===== config.mk =====
export PLATFORM = sky130hd
export DESIGN_NAME = clk_div_flat
export DESIGN_NICKNAME = d
export VERILOG_FILES = /design/src/rtl/clk_div_if.sv /design/src/rtl/clk_div.sv /design/src/flat_wrapper.sv
export SDC_FILE = /design/constraint.sdc
export NUM_CORES = 1
export LEC_CHECK = 0
export ABC_AREA = 1
export CAP_MARGIN = 40
export CORE_ASPECT_RATIO = 2
export CORE_MARGIN = 4
export CORE_UTILIZATION = 31
export CTS_CLUSTER_SIZE = 12
export DETAILED_ROUTE_END_ITERATION = 16
export DONT_BUFFER_PORTS = 1
export PLACE_DENSITY_LB_ADDON = 0.12
export REMOVE_ABC_BUFFERS = 1
export SLEW_MARGIN = 20
export SYNTH_ARGS = -nofsm -noshare
export SYNTH_HDL_FRONTEND = slang
export SYNTH_SLANG_ARGS = --single-unit

===== constraint.sdc =====
create_clock -name i_ref_clk -period 2 [get_ports i_ref_clk]
set_input_delay 0.4 -clock i_ref_clk [delete_from_list [all_inputs] [get_ports i_ref_clk]]
set_output_delay 0.4 -clock i_ref_clk [all_outputs]
set_load 0.02 [all_outputs]

===== src/rtl/clk_div_if.sv =====
// Ratio/enable inputs and divided-clock output of the UART baud clock divider.
interface clk_div_if #(
  parameter int unsigned RATIO_WD = 8
);
  logic                i_clk_en;
  logic [RATIO_WD-1:0] i_div_ratio;
  logic                o_div_clk;

  modport master (output i_clk_en, output i_div_ratio, input o_div_clk);
  modport slave  (input i_clk_en, input i_div_ratio, output o_div_clk);
endinterface


===== src/rtl/clk_div.sv =====
// Integer clock divider with a ratio shadow register reloaded only at the LOW->HIGH boundary;
// ratios below 2 or a low enable pass the reference clock straight through.
module clk_div #(
  parameter int unsigned RATIO_WD = 8
) (
  input  logic       i_ref_clk,
  input  logic       i_rst_n,
  clk_div_if.slave   if_div
);

  typedef enum logic {
    ST_LOW  = 1'b0,
    ST_HIGH = 1'b1
  } state_t;

  state_t              r_state;
  logic [RATIO_WD-1:0] r_ratio;
  logic [RATIO_WD-1:0] r_cnt;

  logic [RATIO_WD-1:0] w_hi;
  logic [RATIO_WD-1:0] w_lo;
  logic [RATIO_WD-1:0] w_hi_last;
  logic [RATIO_WD-1:0] w_lo_last;
  logic                w_active;

  // Odd ratios give the extra cycle to the low phase.
  assign w_hi      = r_ratio >> 1;
  assign w_lo      = r_ratio - w_hi;
  assign w_hi_last = w_hi - RATIO_WD'(1);
  assign w_lo_last = w_lo - RATIO_WD'(1);
  assign w_active  = if_div.i_clk_en && (r_ratio >= RATIO_WD'(2));

  assign if_div.o_div_clk = w_active ? (r_state == ST_HIGH) : i_ref_clk;

  always_ff @(posedge i_ref_clk or negedge i_rst_n) begin
    if (!i_rst_n) begin
      r_state <= ST_LOW;
      r_cnt   <= '0;
      r_ratio <= RATIO_WD'(1);
    end else if (!w_active) begin
      // Bypass: hold the divider at the start of a LOW phase and track the ratio.
      r_state <= ST_LOW;
      r_cnt   <= '0;
      r_ratio <= if_div.i_div_ratio;
    end else begin
      case (r_state)
        ST_LOW: begin
          if (r_cnt == w_lo_last) begin
            r_state <= ST_HIGH;
            r_cnt   <= '0;
            r_ratio <= if_div.i_div_ratio;
          end else begin
            r_cnt <= r_cnt + RATIO_WD'(1);
          end
        end
        ST_HIGH: begin
          if (r_cnt == w_hi_last) begin
            r_state <= ST_LOW;
            r_cnt   <= '0;
          end else begin
            r_cnt <= r_cnt + RATIO_WD'(1);
          end
        end
        default: begin
          r_state <= ST_LOW;
          r_cnt   <= '0;
        end
      endcase
    end
  end

endmodule


===== src/flat_wrapper.sv =====
// flat-port wrapper written by rule: the top's interface ports become plain ports
module clk_div_flat 
#(
  parameter int unsigned RATIO_WD = 8
)
  (i_ref_clk, i_rst_n, if_div_i_clk_en, if_div_i_div_ratio, if_div_o_div_clk);
  clk_div_if #(.RATIO_WD(RATIO_WD)) if_div_i ();
  input  logic i_ref_clk;
  input  logic i_rst_n;
  input wire logic [$bits(if_div_i.i_clk_en)-1:0] if_div_i_clk_en;
  input wire logic [$bits(if_div_i.i_div_ratio)-1:0] if_div_i_div_ratio;
  output wire logic [$bits(if_div_i.o_div_clk)-1:0] if_div_o_div_clk;
  assign if_div_i.i_clk_en = if_div_i_clk_en;
  assign if_div_i.i_div_ratio = if_div_i_div_ratio;
  assign if_div_o_div_clk = if_div_i.o_div_clk;
  clk_div #(.RATIO_WD(RATIO_WD)) u_core (.i_ref_clk(i_ref_clk), .i_rst_n(i_rst_n), .if_div(if_div_i));
endmodule

Yosys cells after proc, flatten, opt, wreduce, memory -nomap -nowiden
Cells that the tools add are included.

storage, ports and cells
  bits in registers = 17
  output and inout port bits = 1

operators by class
  add/subtract/negate cells = 4
  order comparisons = 1
  eq/ne operators = 4
  mux-type cells = 12
  bitwise gates (word level) = 1
  reductions and logical operators = 2

operators with widths
  kind                   count
  $mux W8                6
  $eq A8 B8 Y1           2
  $pmux W8 S2            1
  $add A8 B1 Y8 const B  1
  $ge A8 B2 Y1 const B   1
  $sub A7 B1 Y8 const B  1
  $sub A8 B1 Y8 const B  1
  $sub A8 B7 Y8          1
  $mux W1                4
  $ne A2 B2 Y1 const B   2
  $pmux W1 S2            1
  $reduce_and A2 Y1      1
  $logic_and A1 B1 Y1    1
  $not A1 Y1             1

Logic depth before layout (Yosys ltp)
  word-level depth = 6
  mapped depth = 15
  gate-level depth less buffers = 15

==> qor.txt <==
========================================================================================
Result of the run                                                           finished, violations left
Violations in the final reports                                             setup timing
Worst setup path category                                                   flip-flop to flip-flop
Share of cells above drive strength 1                                              37.4%
Cell type with the largest total area after synthesis                            dfrtp_1
Worst path required time                                                         2.24 ns
Total Nets Final                                                                     302
Share of the core filled with cells in the final layout                            43.9%
Drt first-iter violations                                                             23
Setup Skew                                                                    0.00140 ns
Worst r2r dst                                                               u_core.r_cnt[6]
Power Dens Cells                                                             1040 nW/µm²
Number of search-and-repair iterations in the first detailed-routing pass              4
Final Instance Count excl. Fillers                                                   328
Ports placed on the boundary                                                          12
Number of unique standard cell types used by synthesis                                26
Antenna violations before repair                                                       0
Worst reg2reg path startpoint                                               u_core.r_ratio[0]
Critical Path AT                                                                 2.42 ns
Initial standard-cell utilization of the core                                      31.6%
Worst setup SP type                                                            flip-flop
Register-to-register setup slack                                                -0.19 ns
Latest clock arrival within the worst-skew pair                                  0.35 ns
Proportion of netlist area held by the largest area contributor                    24.6%
EDFF count, synth                                                                      0
Floorplan die width                                                              59.2 µm
Final setup slack of the worst path                                            -0.185 ns
VDD IR-drop max                                                                 0.810 mV
Number of cells produced by synthesis                                                221
Wirelength, routed                                                               4510 µm
Routed wire per std cell                                                         13.8 µm
Final Power                                                                    0.00234 W
Count of unresolved DRC violations after routing                                       0
Worst slew margin relative to its limit                                            49.2%
Number of failing hold endpoints at the final stage                                    0
Top cells by count, synth                                                   nand2_1 (63), inv_1 (27), nand3_1 (27), ha_1 (19), dfrtp_1 (16)
Number of max-slew violations in the final report                                      0
Overflow after GRT                                                                     0
Global-route usage over all layers                                                 15.1%
Gpl congestion                                                                     0.820
# placed instances                                                                   303
Area of the mapped netlist                                                      1630 µm²
Post-Syn Area per Cell                                                          7.35 µm²
Tightest Pin Transition                                                         0.760 ns
Path type of the worst min-delay path                                       input pin to flip-flop
Ant. Diodes                                                                            0
Vias in the first global route                                                      1684
Area growth from synthesis to layout                                               39.0%
Most frequent cell after synthesis                                               nand2_1
Die area                                                                        6540 µm²
Leakage power                                                                    1.16 nW
CP endpoint kind                                                               flip-flop
Synth Register Bits                                                                   17
Die Y-Extent                                                                      110 µm
Cell types with the largest area share after synthesis                      dfrtp_1 (25%), ha_1 (15%), nand2_1 (15%)
Post-detailed-route via-to-cell ratio                                               4.66
Final setup violation count                                                           20
Tcrit/Tclk final                                                                    109%
Total via count in the routed design                                                1530
First-pass GRT wire length                                                       7650 µm
TritonCTS clock tree                                                                 yes
Smallest hold slack                                                             0.151 ns
Maximum fanout count along the critical path                                           8
Hold-critical path depth                                                               2
Destination of the critical timing path                                     u_core.r_cnt[6]
Flip-flop cell with the highest count after synthesis                            dfrtp_1
Maximum number of pins on one net before global-route repair                          18
Count of input and output buffers                                                      0
Clock-pin slew on the worst setup and hold paths                                 0.06 ns
Half-perimeter wire length after placement                                       3640 µm
Share of flip-flops with an asynchronous set or reset                               100%
Minimum period implied by the final worst setup slack                            2.19 ns
Synthesis Warnings                                                                     0
Antenna viol nets, final                                                               0
Core Region                                                                     5140 µm²
Site row count                                                                        37
Count of maximum capacitance violations                                                0
Critical Path Start                                                         u_core.r_ratio[0]
Setup repair after global routing missed its margin                                  yes
Fmax                                                                           0.458 GHz
R2r worst-path depth                                                                  10
Sequential cell area fraction in the yosys report                                  26.3%
Sum of negative setup slack                                                     -2.83 ns
========================================================================================
[metal layers]
| metal | wire (µm) | vias up | global-route usage, % |
|---|---|---|---|
| met3 | 55 | 4 | 1.17 |
| met2 | 2790 | 15 | 29.3 |
| met4 | 83 | 0 | 6.35 |
| met1 | 1580 | 714 | 15.1 |
| met5 | 0 | - | 0 |
| li1 | - | 797 | - |
[where the power goes]
| group | switching (W) | internal, W | total, W |
|---|---|---|---|
| registers | 0.0000468 | 0.000394 | 0.000441 |
| logic | 0.000812 | 0.000637 | 0.00145 |
| clock network | 0.000172 | 0.000276 | 0.000448 |
| total | 0.00103 | 0.00131 | 0.00234 |
[what timing repair did]
item / 4_1_cts / 5_1_grt
setup buffers: 13 / 4
hold endpoints to repair: 17 / 0
pin swaps: 16 / 10
gates cloned: 1 / 0
hold buffers: 1 / 0
gates resized for setup: 24 / 17
setup endpoints to repair: 20 / 20
[state kept, by name, summed over array words and instances, names as in the netlist]
name            count
u_core.r_cnt        8
u_core.r_ratio      8
u_core.r_state      1
[logic make-up (layout without fill, tap and decap cells)]
family                   after synthesis  in the layout  synth area share, %
buffers and inverters                 34             82                 8.55
XOR/XNOR                              19             19                 10.2
AO/OA/AOI/OAI                          7              7                 2.85
adder cells (fa/ha/maj)               20             20                 15.9
AND/OR/NAND/NOR                      124            125                 36.3
flip-flops                            17             17                 26.3
[per-stage QoR]
stage          area (µm²)  setup WS (ns)
5_1_grt              2260         -0.304
6_report             2260         -0.185
3_3_place_gp         1870         -0.245
4_1_cts              2170         -0.195
2_1_floorplan        1610         -0.196
3_5_place_dp         1870         -0.263
[placed cells by master, fill, tap and decap left out, types with 8 or more instances in the layout]
cell type	n
nand3_1	21
nand2_2	11
inv_2	8
nand3_2	8
ha_1	16
xor2_1	12
dfrtp_1	16
inv_1	24
buf_4	40
nor2_2	9
nand2_1	53
[critical path: stages, from the launching register on]
cell and delay (ns):
dfstp_2 0.55, ha_4 0.14, fa_2 0.44, xnor2_2 0.16
nand2_2 0.09, nor2_4 0.08, nand3_2 0.08, nor2_4 0.14
nand4_4 0.18, nand2_8 0.16, nor2_2 0.04
[final cells by class]
| type | instances | area [µm²] |
|---|---|---|
| multi-input combinational | 171 | 1220 |
| tap | 58 | 72.6 |
| fill | 524 | 2880 |
| sequential | 17 | 427 |
| clock inverter | 1 | 5.00 |
| clock buffer | 6 | 82.6 |
| inverter | 32 | 120 |
| timing repair buffer | 43 | 333 |
[worst min path at each step]
stage	startpoint	end	slack, ns
final	if_div_i_div_ratio[0]	u_core.r_ratio[0]	0.15
after global routing	if_div_i_div_ratio[0]	u_core.r_ratio[0]	0.16
after CTS	if_div_i_div_ratio[0]	u_core.r_ratio[0]	0.14
after detailed placement	i_rst_n	u_core.r_ratio[2]	0.10
after global placement	i_rst_n	u_core.r_ratio[2]	0.10
after floorplan	i_rst_n	u_core.r_cnt[0]	0.10
(Power assumes the default switching activity.)
